[config.mk]
export PLATFORM = sky130hd
export DESIGN_NAME = ctrl_out_mux_gen_flat
export DESIGN_NICKNAME = d
export VERILOG_FILES = /design/src/rtl/ctrl_out_mux_gen_pkg.sv /design/src/rtl/ctrl_out_mux_gen_if.sv /design/src/rtl/ctrl_out_mux_gen_chan.sv /design/src/rtl/ctrl_out_mux_gen.sv /design/src/flat_wrapper.sv
export SDC_FILE = /design/constraint.sdc
export NUM_CORES = 2
export LEC_CHECK = 0
export CORE_MARGIN = 4
export CORE_UTILIZATION = 25
export CTS_BUF_LIST = sky130_fd_sc_hd__clkbuf_8
export CTS_CLUSTER_SIZE = 14
export DETAILED_ROUTE_END_ITERATION = 8
export PLACE_DENSITY_LB_ADDON = 0.08
export SYNTH_ARGS = -nofsm -noshare
export SYNTH_HDL_FRONTEND = slang
export SYNTH_SLANG_ARGS = --single-unit
[constraint.sdc]
create_clock -name clk_i -period 22.5 [get_ports clk_i]
set_input_delay 2.25 -clock clk_i [delete_from_list [all_inputs] [get_ports clk_i]]
set_output_delay 2.25 -clock clk_i [all_outputs]
set_load 0.02 [all_outputs]
[src/rtl/ctrl_out_mux_gen_pkg.sv]
// Shared definitions for the control-output multiplexer: config word layout, mode codes,
// fixed source codes and the per-channel FSM state type.
package ctrl_out_mux_gen_pkg;

  localparam int unsigned CfgSelLsb  = 0;
  localparam int unsigned CfgSelW    = 6;
  localparam int unsigned CfgInvBit  = 6;
  localparam int unsigned CfgModeLsb = 8;
  localparam int unsigned CfgDlyLsb  = 16;
  localparam int unsigned CfgDlyW    = 8;
  localparam int unsigned CfgWidLsb  = 24;
  localparam int unsigned CfgWidW    = 8;

  // The parent ties these source indices to constants.
  localparam int unsigned SrcLow  = 0;
  localparam int unsigned SrcHigh = 1;

  typedef enum logic [1:0] {
    ModeLevel  = 2'd0,
    ModeRise   = 2'd1,
    ModeFall   = 2'd2,
    ModeToggle = 2'd3
  } mode_e;

  typedef enum logic [1:0] {
    StIdle,
    StDelay,
    StPulse
  } state_e;

  typedef struct packed {
    logic [CfgWidW-1:0] wid;
    logic [CfgDlyW-1:0] dly;
    mode_e              mode;
    logic               inv;
    logic [CfgSelW-1:0] sel;
  } cfg_t;

  function automatic cfg_t cfg_unpack(logic [31:0] w);
    cfg_t c;
    c.sel  = w[CfgSelLsb +: CfgSelW];
    c.inv  = w[CfgInvBit];
    c.mode = mode_e'(w[CfgModeLsb +: 2]);
    c.dly  = w[CfgDlyLsb +: CfgDlyW];
    c.wid  = w[CfgWidLsb +: CfgWidW];
    return c;
  endfunction

endpackage

[src/rtl/ctrl_out_mux_gen_if.sv]
// Source, config and output bundle of the control-output multiplexer.
interface ctrl_out_mux_gen_if #(
  parameter int unsigned NumCh   = 8,
  parameter int unsigned SrcBits = 6
);
  localparam int unsigned NumSrc = 1 << SrcBits;
  localparam int unsigned AddrW  = (NumCh > 1) ? $clog2(NumCh) : 1;

  logic [NumSrc-1:0] src;
  logic              cfg_we;
  logic [AddrW-1:0]  cfg_addr;
  logic [31:0]       cfg_wdata;
  logic              cfg_update;
  logic [NumCh-1:0]  out;
  logic [NumCh-1:0]  busy;
  logic [NumCh-1:0]  missed;

  modport master (
    output src, cfg_we, cfg_addr, cfg_wdata, cfg_update,
    input  out, busy, missed
  );

  modport slave (
    input  src, cfg_we, cfg_addr, cfg_wdata, cfg_update,
    output out, busy, missed
  );
endinterface

[src/rtl/ctrl_out_mux_gen_chan.sv]
// One output channel: shadow/active config, source mux with inversion, edge detect and
// the delay/pulse/toggle engine. SrcBits must not exceed the 6-bit select field.
module ctrl_out_mux_gen_chan
  import ctrl_out_mux_gen_pkg::*;
#(
  parameter int unsigned SrcBits = 6,
  parameter int unsigned DlyBits = 8,
  parameter int unsigned PlsBits = 8
) (
  input  logic                    clk_i,
  input  logic                    rst_i,
  input  logic [(1<<SrcBits)-1:0] src_i,
  input  logic                    we_i,
  input  logic [31:0]             wdata_i,
  input  logic                    update_i,
  output logic                    out_o,
  output logic                    busy_o,
  output logic                    missed_o
);

  cfg_t               shadow_q, shadow_d, active_q, cfg_sel;
  state_e             state_q;
  logic               s1_q, s1_d, s1d_q, supp_q, out_q, missed_q, trig;
  logic [DlyBits-1:0] dcnt_q, dly_ld;
  logic [PlsBits-1:0] pcnt_q, wid_ld;

  always_comb begin
    shadow_d = we_i ? cfg_unpack(wdata_i) : shadow_q;
    // On update the mux switches to the new selection in the same cycle.
    cfg_sel  = update_i ? shadow_d : active_q;
    s1_d     = src_i[cfg_sel.sel[SrcBits-1:0]] ^ cfg_sel.inv;
    dly_ld   = DlyBits'(active_q.dly);
    wid_ld   = (active_q.wid == '0) ? PlsBits'(1) : PlsBits'(active_q.wid);
    trig     = 1'b0;
    if (!supp_q) begin
      case (active_q.mode)
        ModeRise, ModeToggle: trig = s1_q & ~s1d_q;
        ModeFall:             trig = ~s1_q & s1d_q;
        default:              trig = 1'b0;
      endcase
    end
  end

  always_ff @(posedge clk_i or posedge rst_i) begin
    if (rst_i) begin
      shadow_q <= '0;
      active_q <= '0;
      state_q  <= StIdle;
      s1_q     <= 1'b0;
      s1d_q    <= 1'b0;
      supp_q   <= 1'b0;
      out_q    <= 1'b0;
      missed_q <= 1'b0;
      dcnt_q   <= '0;
      pcnt_q   <= '0;
    end else begin
      shadow_q <= shadow_d;
      s1_q     <= s1_d;
      if (update_i) begin
        active_q <= shadow_d;
        s1d_q    <= s1_d;
        supp_q   <= 1'b1;
        state_q  <= StIdle;
        out_q    <= 1'b0;
        missed_q <= 1'b0;
        dcnt_q   <= '0;
        pcnt_q   <= '0;
      end else begin
        s1d_q  <= s1_q;
        supp_q <= 1'b0;
        case (state_q)
          StIdle: begin
            if (active_q.mode == ModeLevel) begin
              out_q <= s1_q;
            end else if (trig) begin
              if (dly_ld != '0) begin
                state_q <= StDelay;
                dcnt_q  <= dly_ld;
              end else if (active_q.mode == ModeToggle) begin
                out_q <= ~out_q;
              end else begin
                state_q <= StPulse;
                out_q   <= 1'b1;
                pcnt_q  <= wid_ld;
              end
            end
          end
          StDelay: begin
            if (trig) missed_q <= 1'b1;
            if (dcnt_q <= DlyBits'(1)) begin
              dcnt_q <= '0;
              if (active_q.mode == ModeToggle) begin
                state_q <= StIdle;
                out_q   <= ~out_q;
              end else begin
                state_q <= StPulse;
                out_q   <= 1'b1;
                pcnt_q  <= wid_ld;
              end
            end else begin
              dcnt_q <= dcnt_q - DlyBits'(1);
            end
          end
          StPulse: begin
            if (trig) missed_q <= 1'b1;
            if (pcnt_q <= PlsBits'(1)) begin
              state_q <= StIdle;
              out_q   <= 1'b0;
              pcnt_q  <= '0;
            end else begin
              pcnt_q <= pcnt_q - PlsBits'(1);
            end
          end
          default: state_q <= StIdle;
        endcase
      end
    end
  end

  assign out_o    = out_q;
  assign busy_o   = (state_q != StIdle);
  assign missed_o = missed_q;

endmodule

[src/rtl/ctrl_out_mux_gen.sv]
// Control-output multiplexer top: config address decode and NumCh identical channels.
module ctrl_out_mux_gen
  import ctrl_out_mux_gen_pkg::*;
#(
  parameter int unsigned NumCh   = 8,
  parameter int unsigned SrcBits = 6,
  parameter int unsigned DlyBits = 8,
  parameter int unsigned PlsBits = 8
) (
  input logic                 clk_i,
  input logic                 rst_i,
  ctrl_out_mux_gen_if.slave   bus_io
);

  localparam int unsigned AddrW = (NumCh > 1) ? $clog2(NumCh) : 1;

  logic [NumCh-1:0] out_w, busy_w, missed_w;

  for (genvar gi = 0; gi < NumCh; gi++) begin : g_ch
    logic we;
    // Addresses at or above NumCh match no channel and are dropped.
    assign we = bus_io.cfg_we && (bus_io.cfg_addr == AddrW'(gi));

    ctrl_out_mux_gen_chan #(
      .SrcBits (SrcBits),
      .DlyBits (DlyBits),
      .PlsBits (PlsBits)
    ) u_chan (
      .clk_i    (clk_i),
      .rst_i    (rst_i),
      .src_i    (bus_io.src),
      .we_i     (we),
      .wdata_i  (bus_io.cfg_wdata),
      .update_i (bus_io.cfg_update),
      .out_o    (out_w[gi]),
      .busy_o   (busy_w[gi]),
      .missed_o (missed_w[gi])
    );
  end

  assign bus_io.out    = out_w;
  assign bus_io.busy   = busy_w;
  assign bus_io.missed = missed_w;

endmodule
[src/flat_wrapper.sv]
// flat-port wrapper written by rule: the top's interface ports become plain ports
module ctrl_out_mux_gen_flat import ctrl_out_mux_gen_pkg::*;
#(
  parameter int unsigned NumCh   = 8,
  parameter int unsigned SrcBits = 6,
  parameter int unsigned DlyBits = 8,
  parameter int unsigned PlsBits = 8
)
  (clk_i, rst_i, bus_io_src, bus_io_cfg_we, bus_io_cfg_addr, bus_io_cfg_wdata, bus_io_cfg_update, bus_io_out, bus_io_busy, bus_io_missed);
  ctrl_out_mux_gen_if #(.NumCh(NumCh), .SrcBits(SrcBits)) bus_io_i ();
  input logic clk_i;
  input logic rst_i;
  input wire logic [$bits(bus_io_i.src)-1:0] bus_io_src;
  input wire logic [$bits(bus_io_i.cfg_we)-1:0] bus_io_cfg_we;
  input wire logic [$bits(bus_io_i.cfg_addr)-1:0] bus_io_cfg_addr;
  input wire logic [$bits(bus_io_i.cfg_wdata)-1:0] bus_io_cfg_wdata;
  input wire logic [$bits(bus_io_i.cfg_update)-1:0] bus_io_cfg_update;
  output wire logic [$bits(bus_io_i.out)-1:0] bus_io_out;
  output wire logic [$bits(bus_io_i.busy)-1:0] bus_io_busy;
  output wire logic [$bits(bus_io_i.missed)-1:0] bus_io_missed;
  assign bus_io_i.src = bus_io_src;
  assign bus_io_i.cfg_we = bus_io_cfg_we;
  assign bus_io_i.cfg_addr = bus_io_cfg_addr;
  assign bus_io_i.cfg_wdata = bus_io_cfg_wdata;
  assign bus_io_i.cfg_update = bus_io_cfg_update;
  assign bus_io_out = bus_io_i.out;
  assign bus_io_busy = bus_io_i.busy;
  assign bus_io_missed = bus_io_i.missed;
  ctrl_out_mux_gen #(.NumCh(NumCh), .SrcBits(SrcBits), .DlyBits(DlyBits), .PlsBits(PlsBits)) u_core (.clk_i(clk_i), .rst_i(rst_i), .bus_io(bus_io_i));
endmodule
==> results.yml <==
sta:
  fmax_mhz: 152
  rsz0062_at_grt: "false"
  period_share_pct: 29.3
  slew_violations: 0
  final_hold_viol_count: 0
  hold_slack_ns: 0.467
  setup_viol: 0
  post-route-min-period_ns: 6.60
  tns_ns: 0
  layout_setup_ws_ns: 15.90
  worst_slew_pin_slew_ns: 1.20
  max_slew_margin_pct: 20.0
  finalClockSkew_ns: 0.0670
cells_and_area:
  final_area_um2: 37900
  area_growth_pct: 15.4
  filler_cell_count: 13700
  nets: 3694
  drive_gt1_share_pct: 15.4
synth:
  synth_edf_count: 0
  synth_top_cell_by_area: "dfrtp_1"
  synth_top_family_by_area: "compound AO/OA/AOI/OAI gates"
  synthMuxAreaShare_pct: 12.8
  ys_types: 78
  syn_area_per_cell_um2: 9.43
  synth_area_leaders: "dfrtp_1 44%, mux2_2 7.7%, nand2_1 4.6%, o21ai_0 4.5%, mux4_2 3.3%"
  synth_xor_area_share_pct: 1.36
  synth_area_um2: 32900
  syn_nets: 3643
  synthTopCellsByCount: "577 x dfrtp_1, 406 x nand2_1, 293 x o21ai_0"
  synth_compound_area_share_pct: 18.8
  synth.yosys.warnings: 0
  netlist_instances: 3484
  synth_simple_gate_area_share_pct: 15.9
  synthAdderAreaFrac_pct: 2.13
  synth_ff_type: "dfrtp_1"
  synth-async-reset-ratio_pct: 100
  synth-seq-cells: 577
  synth_most_common_cell: "dfrtp_1"
  yosysSeqAreaShare_pct: 44.0
  synth_top_area_share_pct: 44.0
clock_tree:
  cts_buffers: 110
  root_buffer: "clkbuf_8"
  clock_sinks: 577
  clk_latency_ns: 0.81
  cts_buffer_depth: 3
  cts_hold_buf: 0
  ctsResizeCount: 0
  cts.reportedPaths.clkPinSlew_ns: 0.06
  htree_levels: 3
  cts_setup_buffers: 0
  tritoncts: "done"
worst_hold_path:
  holdCritPathClass: "reg -> reg"
route:
  routed_wirelength_um: 119000
  antenna_left: 0
  drc_errors: 0
  drtIter0Drc: 2310
  wl_per_cell_um: 22.1
  avgViaCountPerCell: 5.11
  drt_first_pass_iters: 6
  via_count: 27400
placed_design:
  port_buffers: 119
  place_hpwl_um: 76800
  globalplace.congestion: 0.883
  dp_slack_ns: 14.97
  placed_cell_area_um2: 35600
global_routing:
  grt_pass1_wl_um: 178000
  grt_pass1_vias: 27000
  grt_overflow_total: 0
  grt_antenna_before_repair: 13
  grt_usage_pct: 17.0
  grt_max_degree: 149
worst_setup_path:
  slowest_delay_ns: 0.92
  cp_slowest_cell: "clkdlybuf4s50_1"
  worstRegToRegCells: 10
  r2r-start: "u_core.g_ch[6].u_chan.shadow_q[0]$_DFF_PP0_"
  cp.required_ns: 23.17
  critPathKind: "in -> reg"
  path_cells: "clkdlybuf4s50_1 -> nand4b_4 -> mux2i_1 -> nand2_1 -> inv_2 -> mux4_2 -> nand3_1 -> o2111ai_1 -> o22ai_2 -> xnor2_1 -> mux2_2"
  r2r-end: "u_core.g_ch[6].u_chan.s1d_q$_DFF_PP0_"
  cp-start-kind: "input port"
  crit_path_end_kind: "register"
  cp-startpoint: "bus_io_cfg_addr[1]"
  worst-r2r-setup-slack_ns: 18.96
  critPathMaxFanout: 30
  cp-endpoint: "u_core.g_ch[6].u_chan.s1d_q$_DFF_PP0_"
  critPathArrivalTime_ns: 7.27
power:
  p_clk_share_pct: 27.0
  leakagePower_nw: 15.8
  p_int_mw: 2.51
  powerDensity_nw_per_um2: 108
  power_switching_mw: 1.57
  switching_share_pct: 38.4
  p_comb_share_pct: 36.1
  seqPwrFrac_pct: 36.9
  vdd_drop_max_v: 0.0000416
die:
  die_y_um: 371
  pin_count: 127
  fp.dieW_um: 371
  start_util_pct: 25.3
  core_area_um2: 130000
  rows: 132
  die_area_um2: 137000
run_status:
  status: "finished clean"
flow_run:
  maxCapViolCount: 0
==> sequential cells by signal (all words and copies together), names as in the netlist <==
register                     cells
u_core.g_ch.u_chan.shadow_q    200
u_core.g_ch.u_chan.active_q    136
u_core.g_ch.u_chan.s1_q          8
u_core.g_ch.u_chan.dly_ld       64
u_core.g_ch.u_chan.missed_o      8
u_core.g_ch.u_chan.s1d_q         8
u_core.g_ch.u_chan.pcnt_q       64
u_core.g_ch.u_chan.dcnt_q       64
u_core.g_ch.u_chan.state_q      16
u_core.g_ch.u_chan.supp_q        1
u_core.g_ch.u_chan.out_o         8
==> how the worst min path moves through the flow <==
stage,startpoint,end,cells past startpoint
4_1_cts,u_core.g_ch[2].u_chan.shadow_q[17]$_DFF_PP0_,u_core.g_ch[2].u_chan.shadow_q[17]$_DFF_PP0_,2
2_1_floorplan,u_core.g_ch[1].u_chan.shadow_q[10]$_DFF_PP0_,u_core.g_ch[1].u_chan.shadow_q[10]$_DFF_PP0_,2
3_3_place_gp,u_core.g_ch[2].u_chan.shadow_q[21]$_DFF_PP0_,u_core.g_ch[2].u_chan.shadow_q[21]$_DFF_PP0_,2
6_report,u_core.g_ch[2].u_chan.shadow_q[18]$_DFF_PP0_,u_core.g_ch[2].u_chan.shadow_q[18]$_DFF_PP0_,2
3_5_place_dp,u_core.g_ch[2].u_chan.shadow_q[17]$_DFF_PP0_,u_core.g_ch[2].u_chan.shadow_q[17]$_DFF_PP0_,2
5_1_grt,u_core.g_ch[1].u_chan.shadow_q[24]$_DFF_PP0_,u_core.g_ch[1].u_chan.shadow_q[24]$_DFF_PP0_,2
==> power by group through the flow <==
stage | logic [mW] | clock network (mW) | registers (mW)
after floorplan | 1.12 | 0 | 1.45
after global placement | 1.48 | 0 | 1.52
after detailed placement | 1.48 | 0 | 1.52
after CTS | 1.48 | 1.16 | 1.50
after global routing | 1.65 | 1.20 | 1.54
final | 1.47 | 1.10 | 1.50
==> worst max-delay path, delay by kind of cell <==
family / cells / cell delay (ns)
and+or+nand+nor: 3 / 1.32
xor gates and xnor gates: 1 / 0.16
muxes: 3 / 1.54
AOI/OAI and AO/OA: 2 / 0.68
buffers and inverters: 2 / 1.29
==> metal layers <==
metal	vias up	part of all wire (%)	track usage [%]
li1	12800	-	-
met1	13600	48	24.5
met2	841	43	25.6
met3	173	6.0	3.15
met4	0	2.8	5.26
met5	-	0	0
==> area by class of cell <==
class	instances	area [µm²]	share of cell area, %
clock inverter	52	359	0.947
multi-input combinational	2526	16800	44.3
timing repair buffer	161	1550	4.08
sequential	577	14400	38.1
inverter	159	604	1.59
clock buffer	144	1980	5.23
tap	1742	2180	5.75
antenna	5	12.5	0.0330
==> logic make-up after synthesis <==
| group | count (synthesis) |
|---|---|
| simple gates | 1118 |
| compound gates | 973 |
| flops | 577 |
| buf+inv | 381 |
| mux | 328 |
| fa+ha+maj | 56 |
| xor+xnor | 51 |
==> cell usage in the layout, fill, tap and decap left out, drive strengths merged, types with 12 or more instances in the layout <==
cell / Yosys / layout
a211oi: 25 / 25
a21oi: 189 / 189
a22o: 17 / 17
a22oi: 34 / 34
a31oi: 138 / 138
a32oi: 16 / 16
and2: 12 / 12
buf: 110 / 43
clkbuf: 112 / 144
clkdlybuf4s50: 0 / 118
clkinv: 0 / 16
dfrtp: 577 / 577
ha: 56 / 56
inv: 159 / 192
mux2: 236 / 236
mux2i: 44 / 44
mux4: 48 / 48
nand2: 407 / 407
nand2b: 29 / 29
nand3: 121 / 121
nand3b: 16 / 16
nor2: 284 / 284
nor2b: 34 / 34
nor3: 74 / 74
nor3b: 13 / 13
nor4: 47 / 47
o2111ai: 17 / 17
o211ai: 65 / 65
o21ai: 297 / 297
o221ai: 12 / 12
o22a: 17 / 17
o22ai: 17 / 17
o31ai: 43 / 43
or2: 27 / 27
xnor2: 38 / 38
xor2: 13 / 13
==> through the flow <==
| step | utilization (%) | power (mW) | instances |
|---|---|---|---|
| final | 29.2 | 4.08 | 5366 |
| after global routing | 29.2 | 4.40 | 5363 |
| after CTS | 29.2 | 4.15 | 5361 |
| after detailed placement | 27.4 | 3.00 | 5165 |
| after global placement | 27.4 | 3.01 | 5165 |
| after floorplan | - | 2.58 | 3484 |
Note: power is estimated with default switching activity, not from simulation.
